==> src/rtl/modulation_gen_ms.sv <==
// -----------------------------------------------------------------------------
// modulation_gen_ms
//   Stepped modulation generator. Sequences through two steps (0,1) or four
//   steps (0..3). Each step lasts max(freq_cnt,1) clocks and drives a
//   programmable signed level. Configuration is captured into shadow
//   registers at run start and at every wrap back to step 0, so changes made
//   mid-cycle only take effect from the next cycle.
//
// Ports
//   i_clk          clock, rising edge
//   i_rst_n        asynchronous active-low reset; the block leaves reset idle
//   i_en           run enable (low = idle, outputs forced to 0)
//   i_mode         0 = two-state sequence, 1 = four-state sequence
//   i_freq_cnt     dwell per step in clocks (0 treated as 1)
//   i_amp0..3      signed level for steps 0..3
//   i_trig_dly     sample-trigger offset within each step
//   o_mod_out      registered modulation level
//   o_step         current step index
//   o_status       1 = positive half-cycle, 0 = negative half-cycle
//   o_stepTrig     pulse on the first clock of each step
//   o_sampTrig     pulse at offset i_trig_dly within each step
//   o_cycle_done   pulse on the edge the sequence wraps to step 0
//   o_dbg_running  debug view of the run/idle state register
//
// Handshake: there is no valid/ready handshake; i_en is a level that is
// sampled on every rising edge, and every output is a registered level or a
// single-clock pulse that is valid for the whole clock after the edge.
// -----------------------------------------------------------------------------
module modulation_gen_ms #(
   parameter int DW = 32,
   parameter int CW = 32
) (
   input  logic                 i_clk,
   input  logic                 i_rst_n,
   input  logic                 i_en,
   input  logic                 i_mode,
   input  logic [CW-1:0]        i_freq_cnt,
   input  logic signed [DW-1:0] i_amp0,
   input  logic signed [DW-1:0] i_amp1,
   input  logic signed [DW-1:0] i_amp2,
   input  logic signed [DW-1:0] i_amp3,
   input  logic [CW-1:0]        i_trig_dly,
   output logic signed [DW-1:0] o_mod_out,
   output logic [1:0]           o_step,
   output logic                 o_status,
   output logic                 o_stepTrig,
   output logic                 o_sampTrig,
   output logic                 o_cycle_done,
   output logic                 o_dbg_running
);

   typedef enum logic {
      S_IDLE = 1'b0,
      S_RUN  = 1'b1
   } state_t;

   state_t               state_q, state_d;
   logic [CW-1:0]        cnt_q, cnt_d;
   logic [1:0]           step_q, step_d;
   logic signed [DW-1:0] mod_q, mod_d;
   logic                 status_q, status_d;
   logic                 step_trig_q, step_trig_d;
   logic                 samp_trig_q, samp_trig_d;
   logic                 done_q, done_d;

   // shadow configuration
   logic                 sh_mode_q, sh_mode_d;
   logic [CW-1:0]        sh_freq_q, sh_freq_d;
   logic [CW-1:0]        sh_trig_q, sh_trig_d;
   logic signed [DW-1:0] sh_amp0_q, sh_amp0_d;
   logic signed [DW-1:0] sh_amp1_q, sh_amp1_d;
   logic signed [DW-1:0] sh_amp2_q, sh_amp2_d;
   logic signed [DW-1:0] sh_amp3_q, sh_amp3_d;

   logic [CW-1:0]        cnt_last;
   logic [CW-1:0]        cnt_inc;
   logic [1:0]           step_nxt;
   logic signed [DW-1:0] amp_nxt;

   // Last counter value of a step is F-1 with F = max(freq,1); a zero dwell
   // therefore collapses to a single-clock step.
   assign cnt_last = (sh_freq_q == '0) ? '0 : (sh_freq_q - CW'(1));
   // Only used when cnt_q < cnt_last, so it cannot overflow.
   assign cnt_inc  = cnt_q + CW'(1);

   // Two-state toggles bit 0 only, so the step index can never exceed 1.
   assign step_nxt = sh_mode_q ? (step_q + 2'd1) : {1'b0, ~step_q[0]};

   always_comb begin
      amp_nxt = sh_amp0_q;
      case (step_nxt)
         2'd0: amp_nxt = sh_amp0_q;
         2'd1: amp_nxt = sh_amp1_q;
         2'd2: amp_nxt = sh_amp2_q;
         2'd3: amp_nxt = sh_amp3_q;
         default: amp_nxt = sh_amp0_q;
      endcase
   end

   always_comb begin
      state_d     = state_q;
      cnt_d       = cnt_q;
      step_d      = step_q;
      mod_d       = mod_q;
      status_d    = status_q;
      step_trig_d = 1'b0;
      samp_trig_d = 1'b0;
      done_d      = 1'b0;
      sh_mode_d   = sh_mode_q;
      sh_freq_d   = sh_freq_q;
      sh_trig_d   = sh_trig_q;
      sh_amp0_d   = sh_amp0_q;
      sh_amp1_d   = sh_amp1_q;
      sh_amp2_d   = sh_amp2_q;
      sh_amp3_d   = sh_amp3_q;

      if (!i_en) begin
         state_d  = S_IDLE;
         cnt_d    = '0;
         step_d   = 2'd0;
         mod_d    = '0;
         status_d = 1'b0;
      end else begin
         case (state_q)
            S_IDLE: begin
               state_d     = S_RUN;
               sh_mode_d   = i_mode;
               sh_freq_d   = i_freq_cnt;
               sh_trig_d   = i_trig_dly;
               sh_amp0_d   = i_amp0;
               sh_amp1_d   = i_amp1;
               sh_amp2_d   = i_amp2;
               sh_amp3_d   = i_amp3;
               cnt_d       = '0;
               step_d      = 2'd0;
               mod_d       = i_amp0;
               status_d    = 1'b1;
               step_trig_d = 1'b1;
               samp_trig_d = (i_trig_dly == '0);
            end
            S_RUN: begin
               if (cnt_q < cnt_last) begin
                  cnt_d       = cnt_inc;
                  samp_trig_d = (cnt_inc == sh_trig_q);
               end else begin
                  cnt_d       = '0;
                  step_d      = step_nxt;
                  step_trig_d = 1'b1;
                  if (step_nxt == 2'd0) begin
                     // Wrap: new cycle runs entirely on freshly captured config.
                     sh_mode_d   = i_mode;
                     sh_freq_d   = i_freq_cnt;
                     sh_trig_d   = i_trig_dly;
                     sh_amp0_d   = i_amp0;
                     sh_amp1_d   = i_amp1;
                     sh_amp2_d   = i_amp2;
                     sh_amp3_d   = i_amp3;
                     mod_d       = i_amp0;
                     status_d    = 1'b1;
                     done_d      = 1'b1;
                     samp_trig_d = (i_trig_dly == '0);
                  end else begin
                     mod_d       = amp_nxt;
                     status_d    = sh_mode_q && (step_nxt == 2'd1);
                     samp_trig_d = (sh_trig_q == '0);
                  end
               end
            end
            default: state_d = S_IDLE;
         endcase
      end
   end

   always_ff @(posedge i_clk or negedge i_rst_n) begin
      if (!i_rst_n) begin
         state_q     <= S_IDLE;
         cnt_q       <= '0;
         step_q      <= 2'd0;
         mod_q       <= '0;
         status_q    <= 1'b0;
         step_trig_q <= 1'b0;
         samp_trig_q <= 1'b0;
         done_q      <= 1'b0;
         sh_mode_q   <= 1'b0;
         sh_freq_q   <= '0;
         sh_trig_q   <= '0;
         sh_amp0_q   <= '0;
         sh_amp1_q   <= '0;
         sh_amp2_q   <= '0;
         sh_amp3_q   <= '0;
      end else begin
         state_q     <= state_d;
         cnt_q       <= cnt_d;
         step_q      <= step_d;
         mod_q       <= mod_d;
         status_q    <= status_d;
         step_trig_q <= step_trig_d;
         samp_trig_q <= samp_trig_d;
         done_q      <= done_d;
         sh_mode_q   <= sh_mode_d;
         sh_freq_q   <= sh_freq_d;
         sh_trig_q   <= sh_trig_d;
         sh_amp0_q   <= sh_amp0_d;
         sh_amp1_q   <= sh_amp1_d;
         sh_amp2_q   <= sh_amp2_d;
         sh_amp3_q   <= sh_amp3_d;
      end
   end

   assign o_mod_out     = mod_q;
   assign o_step        = step_q;
   assign o_status      = status_q;
   assign o_stepTrig    = step_trig_q;
   assign o_sampTrig    = samp_trig_q;
   assign o_cycle_done  = done_q;
   assign o_dbg_running = (state_q == S_RUN);

endmodule

==> config.mk <==
export PLATFORM = sky130hd
export DESIGN_NAME = modulation_gen_ms
export DESIGN_NICKNAME = d
export VERILOG_FILES = /design/src/rtl/modulation_gen_ms.sv
export SDC_FILE = /design/constraint.sdc
export NUM_CORES = 1
export LEC_CHECK = 0
export ABC_AREA = 1
export CAP_MARGIN = 15
export CORE_ASPECT_RATIO = 0.8
export CORE_MARGIN = 5
export CORE_UTILIZATION = 50
export CTS_BUF_LIST = sky130_fd_sc_hd__clkbuf_8
export CTS_CLUSTER_SIZE = 12
export DETAILED_ROUTE_END_ITERATION = 8
export GPL_ROUTABILITY_DRIVEN = 1
export MAX_ROUTING_LAYER = met4
export PLACE_DENSITY_LB_ADDON = 0.15
export SLEW_MARGIN = 0
export SYNTH_ARGS = -nofsm -noshare
export SYNTH_HDL_FRONTEND = slang
export SYNTH_SLANG_ARGS = --single-unit
export TNS_END_PERCENT = 10
==> constraint.sdc <==
create_clock -name i_clk -period 5.47 [get_ports i_clk]
set_input_delay 0.547 -clock i_clk [delete_from_list [all_inputs] [get_ports i_clk]]
set_output_delay 0.547 -clock i_clk [all_outputs]
set_load 0.1 [all_outputs]
==> Implementation_results.wiki <==
{| class="wikitable"
! Metric !! Value
|-
| Worst setup path start || sh_freq_q[2]
|-
| Initial detailed-routing violation count || 1,103
|-
| Cell Area, Synth || 0.0131 mm^2
|-
| Final total negative setup slack || 0 ns
|-
| Final #Nets || 2,189
|-
| Later-pin clock latency in the skew report || 0.56 ns
|-
| Final WL || 42,000 um
|-
| Power density over cell area || 289 mW/mm^2
|-
| DP HPWL || 29,300 um
|-
| Sum of internal, switching and leakage power || 4750 uW
|-
| Buffers from clock root to sink, at most || 3
|-
| Cell types with the largest area share after synthesis || sky130_fd_sc_hd__dfrtp_1, sky130_fd_sc_hd__nand2_1, sky130_fd_sc_hd__nand4_1, sky130_fd_sc_hd__nor2_1, sky130_fd_sc_hd__ha_1
|-
| Sum of overflow across all layers after global routing || 0
|-
| Global-route wire length before repair || 67,300 um
|-
| Ratio of routed vias to standard cells || 5.52
|-
| Clock period minus worst slack || 4.98 ns
|-
| Average size of a mapped cell || 7.43 um^2
|-
| Total Die Area || 0.0296 mm^2
|-
| Initial standard-cell utilization of the core || 0.503
|-
| Classification of the worst-slack hold path || in2async
|-
| Number of H-tree branching levels || 2
|-
| Global router's overall resource usage || 0.290
|-
| Instance count of the mapped netlist || 1,763
|-
| Root buffer cell || sky130_fd_sc_hd__clkbuf_8
|-
| Number of distinct library cells after synthesis || 37
|-
| Data required time at the worst endpoint || 5.96 ns
|-
| Clock tree skew after final layout || 0.0180 ns
|-
| Startpoint of the most critical register-to-register path || sh_freq_q[2]
|-
| Via count of the first global-routing pass || 12,400
|-
| CTS Sinks || 232
|-
| Tightest Pin Transition || 1.06 ns
|-
| Largest net degree at the start of global routing || 128
|-
| Clock input transition at the sequential cells of the worst setup and hold paths || 0.06 ns
|-
| Antenna-violating nets left || 0
|-
| Remaining design rule violation count || 0
|-
| Via count of the routed design || 13,000
|-
| Average wire per standard cell || 17.9 um
|-
| EDFF count, synth || 0
|-
| Initial antenna violation count || 3
|-
| Final Cycle Share || 0.910
|-
| Chip height || 155 um
|-
| Highest fanout seen on the critical path || 107
|-
| Chip Width || 191 um
|-
| Ys flop type || sky130_fd_sc_hd__dfrtp_1
|-
| Number of input and output port buffers inserted || 234
|-
| Worst slew margin || 0.290
|-
| Drt pass-1 iters || 5
|-
| Placeable core region || 0.0261 mm^2
|-
| Peak supply drop || 0.189 mV
|-
| Endpoint arrival time on the critical path || 5.47 ns
|-
| Critical path endpoint category || register
|-
| CP peak stage delay || 0.42 ns
|-
| Max-cap violations || 0
|-
| Worst setup SP type || register
|-
| Site Rows || 53
|-
| Placer's final routability congestion estimate || 0.905
|-
| Fin. max-slew vios || 0
|-
| Setup repair after global routing missed its margin || no
|-
| Leading area contributor after synthesis || sky130_fd_sc_hd__dfrtp_1
|-
| Achievable Freq || 201 MHz
|-
| Leakage power total || 0.00791 uW
|-
| Yosys reg bits || 232
|-
| Post CTS Setup Buffer Count || 0
|-
| Proportion of netlist area held by the largest area contributor || 0.443
|-
| Proportion of register bits with asynchronous set or reset after synthesis || 1.00
|-
| Final setup violation count || 0
|-
| Num CTS Buffers || 41
|-
| Nets in the synthesized netlist || 1,993
|-
| Run status || complete, no violations
|-
| Layout cell share with drive strength beyond 1 || 0.0533
|-
| Library cell contributing the largest single delay on the critical path || sky130_fd_sc_hd__nand3_4
|-
| Yosys synthesis warning count || 0
|-
| CTS tree || yes
|-
| Ports || 235
|-
| Relative area change from synthesis to final layout || 25.7%
|-
| Count of filler cells inserted in the layout || 2,370
|-
| Sequential-to-total area share from yosys stat || 0.443
|-
| Worst setup path category || reg2reg
|-
| Hold Fails Final Rpt || 0
|}
[metal layers]
metal  up-vias  GRT usage  share of wire
li1       6292          -              -
met2       481      0.390           0.42
met3        68     0.0517          0.076
met1      6123      0.448           0.49
met4         0     0.0797          0.021
met5         -          -              0
[placed cells by master (no fill, tap or decap), types with 3 or more instances in the layout]
cell                                n
sky130_fd_sc_hd__xor2_1            10
sky130_fd_sc_hd__nor2_2             6
sky130_fd_sc_hd__nor3_1            15
sky130_fd_sc_hd__dfrtp_1          232
sky130_fd_sc_hd__clkinvlp_4         3
sky130_fd_sc_hd__nand2_1          710
sky130_fd_sc_hd__nor4_1            18
sky130_fd_sc_hd__nor2_1           124
sky130_fd_sc_hd__xnor3_1            3
sky130_fd_sc_hd__a21o_1             3
sky130_fd_sc_hd__ha_1              34
sky130_fd_sc_hd__diode_2            3
sky130_fd_sc_hd__a21oi_1           24
sky130_fd_sc_hd__o21ai_0           77
sky130_fd_sc_hd__nand4_1          177
sky130_fd_sc_hd__clkinv_2           9
sky130_fd_sc_hd__clkbuf_8          51
sky130_fd_sc_hd__xnor2_1            5
sky130_fd_sc_hd__o21bai_1           7
sky130_fd_sc_hd__buf_4             10
sky130_fd_sc_hd__nand3b_1          11
sky130_fd_sc_hd__nand3_1           60
sky130_fd_sc_hd__a211oi_1           3
sky130_fd_sc_hd__inv_2              8
sky130_fd_sc_hd__o22ai_1           32
sky130_fd_sc_hd__inv_1             94
sky130_fd_sc_hd__clkdlybuf4s50_1  232
sky130_fd_sc_hd__a21boi_0           6
sky130_fd_sc_hd__buf_12             5
[per-stage QoR]
stage               worst slack [ns]  cell area (um^2)  hold slack (ns)  instances   util
floorplan                       1.57             13100            0.251       1763      -
global route                 0.00101             16500            0.134       2350  0.632
CTS                            0.505             16400           0.0763       2346  0.630
detailed placement             0.543             15600            0.453       2272  0.598
global placement               0.799             15600            0.449       2272  0.598
finish                         0.491             16500          0.00854       2350  0.632
[cell usage after synthesis, types with 2 or more instances]
library cell,count
sky130_fd_sc_hd__nand2_1,711
sky130_fd_sc_hd__dfrtp_1,232
sky130_fd_sc_hd__nand4_1,177
sky130_fd_sc_hd__nor2_1,124
sky130_fd_sc_hd__inv_1,85
sky130_fd_sc_hd__o21ai_0,77
sky130_fd_sc_hd__nand3_1,61
sky130_fd_sc_hd__clkbuf_1,57
sky130_fd_sc_hd__ha_1,34
sky130_fd_sc_hd__o22ai_1,32
sky130_fd_sc_hd__a21oi_1,24
sky130_fd_sc_hd__buf_2,20
sky130_fd_sc_hd__nor4_1,18
sky130_fd_sc_hd__nor3_1,15
sky130_fd_sc_hd__nand3b_1,11
sky130_fd_sc_hd__buf_4,10
sky130_fd_sc_hd__buf_6,10
sky130_fd_sc_hd__xor2_1,10
sky130_fd_sc_hd__inv_2,8
sky130_fd_sc_hd__o21bai_1,7
sky130_fd_sc_hd__a21boi_0,6
sky130_fd_sc_hd__nor2_2,6
sky130_fd_sc_hd__xnor2_1,5
sky130_fd_sc_hd__a211oi_1,3
sky130_fd_sc_hd__a21o_1,3
sky130_fd_sc_hd__xnor3_1,3
sky130_fd_sc_hd__nand2_2,2
sky130_fd_sc_hd__o221ai_1,2
sky130_fd_sc_hd__or2_2,2
[path summary, 6_finish.rpt]
check	slack [ns]	cells past startpoint	to
setup / recovery	0.49	25	sh_trig_q[2]
hold / removal	0.009	1	sh_freq_q[6]
setup reg to reg	0.49	25	sh_trig_q[2]
hold reg to reg	0.47	2	sh_amp1_q[28]
max in group asynchronous	4.20	2	o_mod_out[22]
min in group i_clk	0.47	2	sh_amp1_q[28]
[cell families after synthesis]
logic type,count (synthesis),share of synthesized area
xor+xnor,18,0.0152
compound gates,159,0.0690
flops,232,0.443
buf+inv,190,0.0649
fa+ha+maj,34,0.0325
simple gates,1130,0.375
[where the power goes]
group,total [uW],internal (uW),switching [uW],leakage (uW)
Combinational,990,380,610,0.00446
Clock,1660,897,765,0.000470
Sequential,2100,1930,177,0.00298
[flip-flops by register name (all words and copies together), names as in the netlist]
name / count
cnt_q: 32
o_cycle_done: 1
o_dbg_running: 1
o_mod_out: 32
o_sampTrig: 1
o_status: 1
o_step: 2
o_stepTrig: 1
sh_amp1_q: 32
sh_amp2_q: 32
sh_amp3_q: 32
sh_freq_q: 32
sh_mode_q: 1
sh_trig_q: 32
[critical path: cells and delay by family (launching register included)]
family / cells / cell delay, ns
and+or+nand+nor: 17 / 2.66
AOI/OAI and AO/OA: 3 / 0.75
buffers and inverters: 4 / 0.70
DFF: 1 / 0.41
adders and majority gates: 1 / 0.30
[area by class of cell]
class / instances / area (um^2) / share of cell area
Multi-Input combinational cell: 1341 / 6460 / 0.393
Sequential cell: 232 / 5810 / 0.353
Timing Repair Buffer: 250 / 2550 / 0.155
Clock buffer: 51 / 702 / 0.0426
Tap cell: 357 / 447 / 0.0271
Inverter: 93 / 349 / 0.0212
Clock inverter: 23 / 143 / 0.00866
Antenna cell: 3 / 7.51 / 0.000456
[timing repair]
action | CTS | global route
hold buffers | 0 | 0
gates resized for setup | 0 | 1
endpoints found under the hold margin | 0 | 0
endpoints found under the setup margin | 0 | 44
No activity file was read; power rests on OpenSTA's default activity.
